$ cat src/rtl/apu_dispatch_pkg.sv
// Shared-APU configuration for the cluster dispatcher: operand/flag widths,
// the core-ID type and the per-core request payload.
package apu_dispatch_pkg;

    localparam int APU_NB_CORES     = 4;
    localparam int NARGS_CPU        = 3;
    localparam int WOP_CPU          = 6;
    localparam int NUSFLAGS_CPU     = 5;
    localparam int NDSFLAGS_CPU     = 15;
    localparam int APU_WDATA        = 32;
    localparam int APU_MAX_INFLIGHT = 4;

    localparam int CORE_ID_W = (APU_NB_CORES > 1) ? $clog2(APU_NB_CORES) : 1;

    typedef logic [CORE_ID_W-1:0] core_id_t;

    typedef struct packed {
        logic [NARGS_CPU-1:0][APU_WDATA-1:0] operands;
        logic [WOP_CPU-1:0]                  op;
        logic [NUSFLAGS_CPU-1:0]             flags;
    } apu_req_t;

endpackage

$ cat src/rtl/apu_tag_fifo.sv
// Small FIFO holding the issuing core ID of every operation accepted by the
// shared unit; supports push and pop in the same cycle even when full.
module apu_tag_fifo #(
    parameter int DEPTH = 4,
    parameter int WIDTH = 2
) (
    input  logic             clk_i,
    input  logic             rst_ni,
    input  logic             push_i,
    input  logic [WIDTH-1:0] data_i,
    input  logic             pop_i,
    output logic             full_o,
    output logic             empty_o,
    output logic [WIDTH-1:0] head_o
);

    localparam int AW = (DEPTH > 1) ? $clog2(DEPTH) : 1;
    localparam int CW = $clog2(DEPTH + 1);

    logic [WIDTH-1:0] mem [DEPTH];
    logic [AW-1:0]    wr_ptr;
    logic [AW-1:0]    rd_ptr;
    logic [CW-1:0]    count;
    logic             do_push;
    logic             do_pop;

    function automatic logic [AW-1:0] wrap_inc(input logic [AW-1:0] p);
        return (p == AW'(DEPTH - 1)) ? '0 : p + 1'b1;
    endfunction

    assign full_o  = (count == CW'(DEPTH));
    assign empty_o = (count == '0);
    assign head_o  = mem[rd_ptr];

    // A pop frees the slot the push writes into, so a full FIFO may still push.
    assign do_pop  = pop_i & ~empty_o;
    assign do_push = push_i & (~full_o | do_pop);

    always_ff @(posedge clk_i) begin
        if (!rst_ni) begin
            wr_ptr <= '0;
            rd_ptr <= '0;
            count  <= '0;
            for (int i = 0; i < DEPTH; i++) begin
                mem[i] <= '0;
            end
        end else begin
            if (do_push) begin
                mem[wr_ptr] <= data_i;
                wr_ptr      <= wrap_inc(wr_ptr);
            end
            if (do_pop) begin
                rd_ptr <= wrap_inc(rd_ptr);
            end
            case ({do_push, do_pop})
                2'b10:   count <= count + 1'b1;
                2'b01:   count <= count - 1'b1;
                default: count <= count;
            endcase
        end
    end

endmodule

$ cat src/rtl/apu_rr_dispatcher.sv
// Round-robin dispatcher from the cluster cores' APU ports onto one shared,
// in-order APU unit; results are steered back to the issuing core via a tag FIFO.
module apu_rr_dispatcher
    import apu_dispatch_pkg::*;
#(
    parameter int NB_CORES     = APU_NB_CORES,
    parameter int NARGS        = NARGS_CPU,
    parameter int WOP          = WOP_CPU,
    parameter int NUSFLAGS     = NUSFLAGS_CPU,
    parameter int NDSFLAGS     = NDSFLAGS_CPU,
    parameter int WDATA        = APU_WDATA,
    parameter int MAX_INFLIGHT = APU_MAX_INFLIGHT
) (
    input  logic                            clk_i,
    input  logic                            rst_ni,
    input  logic [NB_CORES-1:0]             core_req_i,
    output logic [NB_CORES-1:0]             core_gnt_o,
    input  logic [NB_CORES*NARGS*WDATA-1:0] core_operands_i,
    input  logic [NB_CORES*WOP-1:0]         core_op_i,
    input  logic [NB_CORES*NUSFLAGS-1:0]    core_flags_i,
    output logic [NB_CORES-1:0]             core_rvalid_o,
    output logic [WDATA-1:0]                core_rdata_o,
    output logic [NDSFLAGS-1:0]             core_rflags_o,
    output logic                            unit_req_o,
    input  logic                            unit_gnt_i,
    output logic [NARGS*WDATA-1:0]          unit_operands_o,
    output logic [WOP-1:0]                  unit_op_o,
    output logic [NUSFLAGS-1:0]             unit_flags_o,
    input  logic                            unit_rvalid_i,
    input  logic [WDATA-1:0]                unit_rdata_i,
    input  logic [NDSFLAGS-1:0]             unit_rflags_i,
    output logic                            err_o
);

    localparam int IDW = (NB_CORES > 1) ? $clog2(NB_CORES) : 1;
    localparam int PW  = NARGS * WDATA;

    logic [IDW-1:0] rr_q;
    logic [IDW-1:0] winner;
    logic [IDW-1:0] fifo_head;
    logic           any_req;
    logic           fifo_full;
    logic           fifo_empty;
    logic           full_eff;
    logic           handshake;
    logic           pop;

    // First requester at or after rr_q, wrapping; defaults to rr_q when idle.
    always_comb begin : find_winner
        int             idx;
        logic [IDW-1:0] cand;
        logic           found;
        winner = rr_q;
        found  = 1'b0;
        idx    = 0;
        cand   = '0;
        for (int i = 0; i < NB_CORES; i++) begin
            idx = int'(rr_q) + i;
            if (idx >= NB_CORES) begin
                idx = idx - NB_CORES;
            end
            cand = IDW'(idx);
            if (!found && core_req_i[cand]) begin
                winner = cand;
                found  = 1'b1;
            end
        end
    end

    assign any_req    = |core_req_i;
    assign pop        = unit_rvalid_i & ~fifo_empty;
    assign full_eff   = fifo_full & ~pop;
    assign unit_req_o = any_req & ~full_eff;
    assign handshake  = unit_req_o & unit_gnt_i;

    always_comb begin
        core_gnt_o    = '0;
        core_rvalid_o = '0;
        if (handshake) begin
            core_gnt_o[winner] = 1'b1;
        end
        if (pop) begin
            core_rvalid_o[fifo_head] = 1'b1;
        end
    end

    always_comb begin
        unit_operands_o = '0;
        unit_op_o       = '0;
        unit_flags_o    = '0;
        for (int c = 0; c < NB_CORES; c++) begin
            if (IDW'(c) == winner) begin
                unit_operands_o = core_operands_i[c*PW +: PW];
                unit_op_o       = core_op_i[c*WOP +: WOP];
                unit_flags_o    = core_flags_i[c*NUSFLAGS +: NUSFLAGS];
            end
        end
    end

    assign core_rdata_o  = unit_rdata_i;
    assign core_rflags_o = unit_rflags_i;

    // A result with no matching tag cannot be routed; it is dropped and flagged until reset.
    always_ff @(posedge clk_i) begin
        if (!rst_ni) begin
            rr_q  <= '0;
            err_o <= 1'b0;
        end else begin
            if (handshake) begin
                rr_q <= (winner == IDW'(NB_CORES - 1)) ? '0 : winner + 1'b1;
            end
            if (unit_rvalid_i && fifo_empty) begin
                err_o <= 1'b1;
            end
        end
    end

    apu_tag_fifo #(
        .DEPTH (MAX_INFLIGHT),
        .WIDTH (IDW)
    ) u_tag_fifo (
        .clk_i   (clk_i),
        .rst_ni  (rst_ni),
        .push_i  (handshake),
        .data_i  (winner),
        .pop_i   (pop),
        .full_o  (fifo_full),
        .empty_o (fifo_empty),
        .head_o  (fifo_head)
    );

endmodule

$ cat config.mk
export PLATFORM = sky130hd
export DESIGN_NAME = apu_rr_dispatcher
export DESIGN_NICKNAME = d
export VERILOG_FILES = /design/src/rtl/apu_dispatch_pkg.sv /design/src/rtl/apu_tag_fifo.sv /design/src/rtl/apu_rr_dispatcher.sv
export SDC_FILE = /design/constraint.sdc
export NUM_CORES = 1
export LEC_CHECK = 0
export BUFFER_PORTS_ARGS = -buffer_cell sky130_fd_sc_hd__buf_2
export CAP_MARGIN = 20
export CORE_AREA = 3 3 253 255
export CTS_CLUSTER_DIAMETER = 40
export CTS_CLUSTER_SIZE = 14
export DETAILED_ROUTE_END_ITERATION = 7
export DIE_AREA = 0 0 256 258
export GPL_TIMING_DRIVEN = 1
export PLACE_DENSITY_LB_ADDON = 0.08
export SYNTH_ARGS = -nofsm -noshare
export SYNTH_HDL_FRONTEND = slang
export SYNTH_SLANG_ARGS = --single-unit
$ cat constraint.sdc
create_clock -name clk_i -period 2.5 [get_ports clk_i]
set_input_delay 0 -clock clk_i [delete_from_list [all_inputs] [get_ports clk_i]]
set_output_delay 0 -clock clk_i [all_outputs]
set_load 0.05 [all_outputs]
==> results.cfg <==
[status]
status = finished with violations
violations = negative setup slack

[timing]
hold_ws_ps = 0.0193
finalHoldViolCount = 0
layout_setup_ws_ps = -30.6
drv_slew = 0
min_period_ps = 2530
slew_headroom_pct = 74.1
fin_worst_skew_ps = 3.02
setup_viol = 3
max_freq_mhz = 395
fin_crit_sh_pct = 101
worst_pin_slew_ps = 388
rsz0062_at_grt = yes

[clocking]
cts_root_buf = clkbuf_16
htree_levels = 1
clkTransAtPathRegs_ps = 60
cts.sinks = 20
clk_latency_ps = 250
cts_buffers = 3
cts_tree = yes
cts_max_path_buffers = 2

[synth]
synth_fa_ha_area_share_pct = 2.13
synthCells = 880
synth-seq-cells = 20
async_reset_ff_share_pct = 0
yosysUniqueCellTypes = 39
ys_seq_area_share_pct = 9.50
synth_warnings = 0
muxShareOfSynthArea_pct = 1.48
synthSimpleGateAreaFrac_pct = 37.6
syn_area_per_cell_um2 = 5.75
synth_edf_count = 8
synth_top_family_by_area = simple AND/OR/NAND/NOR gates
synth_area_um2 = 5060
syn-num-nets = 1371
synth_compound_area_share_pct = 34.3
synth_xor_area_share_pct = 0.346
ys.flop_type = dfxtp_1

[placed_design]
hpwlAfterDp_um = 30000
gp_congestion = 0.837
io_buffers = 552
placed_cell_area_um2 = 9240
placed_cells = 2192

[grt]
grt_pass1_vias = 8280
grt_use_total_pct = 10.3
grt-ovfl-total = 0
grt_pass1_wl_um = 52500
antenna_found_initial = 6
grt_start_max_net_pins = 41

[flow_run]
max_cap_violations = 0

[worst_setup_path]
end_kind = output pin
worst-path-max-fanout = 7
critPathSlowestCell = dfxtp_2
worstPathRequired_ps = 2500
slowest_delay_ps = 360
start_kind = flip-flop
crit_type = reg2out
cp.arrival_ps = 2530
crit_chain = nor2_2, a221o_1, o22ai_4, ha_4, buf_6, buf_12, buf_16, nand3b_1, a21oi_2, a21oi_2, o21ai_2, buf_6

[floorplanning]
die-width_um = 256
die_y_um = 258
boundaryPins = 647
start_util_pct = 8.18
fp-row-count = 91
dieArea_um2 = 66000
core-area_um2 = 61800

[power]
max-vdd-ir-drop_v = 0.000303
power_density_nw_per_um2 = 820
p_leak_nw = 4.99
finalPower_mw = 9.68

[finish]
final_common_cell = buf_2
drive_above_1_share_pct = 67.2
syn2layout_area_growth_pct = 133
layout_common_cells = buf_2 (445), nand2_1 (197), a21oi_2 (124), buf_6 (115), nand3b_1 (105)
final_area_um2 = 11800
final_cells = 2252
nets = 1905

[detailed_routing]
vias = 8406
ant_nets = 0
drt-pass1-iter-count = 4
drt_iter0_drc = 283
drc = 0
viasPerCell = 3.73
wl_per_cell_um = 18.2
drt_wl_total_um = 41100

[min_path]
hold_class = in2out
timing repair:
action / in CTS / in global routing
buffers inserted: 12 / 13
pin swaps: 5 / 56
hold buffers: 0 / 0
gates cloned: 5 / 27
setup endpoints to repair: 107 / 108
gates resized for setup: 209 / 238
cells in the mapped netlist, types with 2 or more instances:
cell	number	share of area (%)
a221oi_1	3	0.52
nor4b_2	3	0.89
dfxtp_1	12	4.8
nor2_1	10	0.74
mux4_2	2	0.89
edfxtp_1	8	4.8
buf_2	24	2.4
nand2_1	218	16
nor3_1	5	0.49
mux2i_1	3	0.59
o21ai_0	109	11
inv_1	7	0.52
a21boi_0	2	0.30
o31ai_1	5	0.74
a21oi_1	211	21
nand3b_1	105	16
ha_1	7	1.7
and2_1	6	0.74
buf_4	48	7.1
nor2b_1	12	1.5
nor4_1	2	0.25
clkbuf_1	52	3.9
buf_1	10	0.74
layout make-up:
cell class | count | area (µm²)
fillers | 7121 | 50000
repair buffers | 663 | 5110
multi-input cells | 718 | 5030
well taps | 837 | 1050
flip-flops and latches | 20 | 483
clock buffers | 3 | 75.1
clock inverters | 1 | 30.0
inverters | 8 | 30.0
diodes | 2 | 5.00
registers in the layout, indices dropped and copies added, names as in the netlist, named ones only:
register           cells
u_tag_fifo.mem         8
rr_q                   2
err_o                  1
u_tag_fifo.wr_ptr      2
u_tag_fifo.count       3
u_tag_fifo.rd_ptr      2
worst max-delay path, delay by kind of cell, from the launching register on:
kind	cells	cell delay (ps)
compound gates	5	970
fa+ha+maj	1	210
buf+inv	4	550
flops	1	360
simple gates	2	160
per-stage QoR:
stage / utilization (%) / setup slack [ps] / setup TNS (ps)
after global routing: 19.1 / -130 / -8310
final: 19.1 / -30.6 / -35.3
after global placement: 15.0 / -24.5 / -60.2
after CTS: 16.6 / -121 / -3420
after detailed placement: 15.0 / -62.3 / -243
after floorplan: - / -51.7 / -103
per-layer routing:
| layer | vias up | share of wire (%) | GRT usage, % |
|---|---|---|---|
| met5 | - | 0.083 | 0 |
| li1 | 4102 | - | - |
| met1 | 3841 | 38 | 11.2 |
| met4 | 6 | 2.2 | 1.98 |
| met2 | 411 | 52 | 19.6 |
| met3 | 46 | 7.6 | 3.05 |
worst paths after layout:
path                                                         from                                end  slack, ps  cells after the start
worst min-delay path                             unit_rdata_i[23]                   core_rdata_o[23]       0.02                      0
worst max-delay path                         rr_q[1]$_SDFFE_PN0N_                       unit_op_o[3]        -30                     12
worst min register to register  u_tag_fifo.rd_ptr[1]$_SDFFE_PN0P_  u_tag_fifo.rd_ptr[1]$_SDFFE_PN0P_        500                      2
worst max register to register   u_tag_fifo.count[0]$_SDFFE_PN0P_   u_tag_fifo.count[2]$_SDFFE_PN0P_        230                      9
report_power, final:
part	total, mW	leakage [nW]	switching [mW]	internal [mW]
logic	8.77	4.76	5.20	3.57
clock network	0.450	0.0511	0.132	0.318
registers	0.460	0.183	0.0555	0.404
logic make-up (layout without fill, tap and decap cells):
group           after synthesis  in the layout
simple gates                368            368
compound gates              335            335
buf+inv                     142            675
flops                        20             20
fa+ha+maj                     8              8
mux                           5              5
xor+xnor                      2              2
other cells                   0              2
Power figures use the tool's default switching activity.
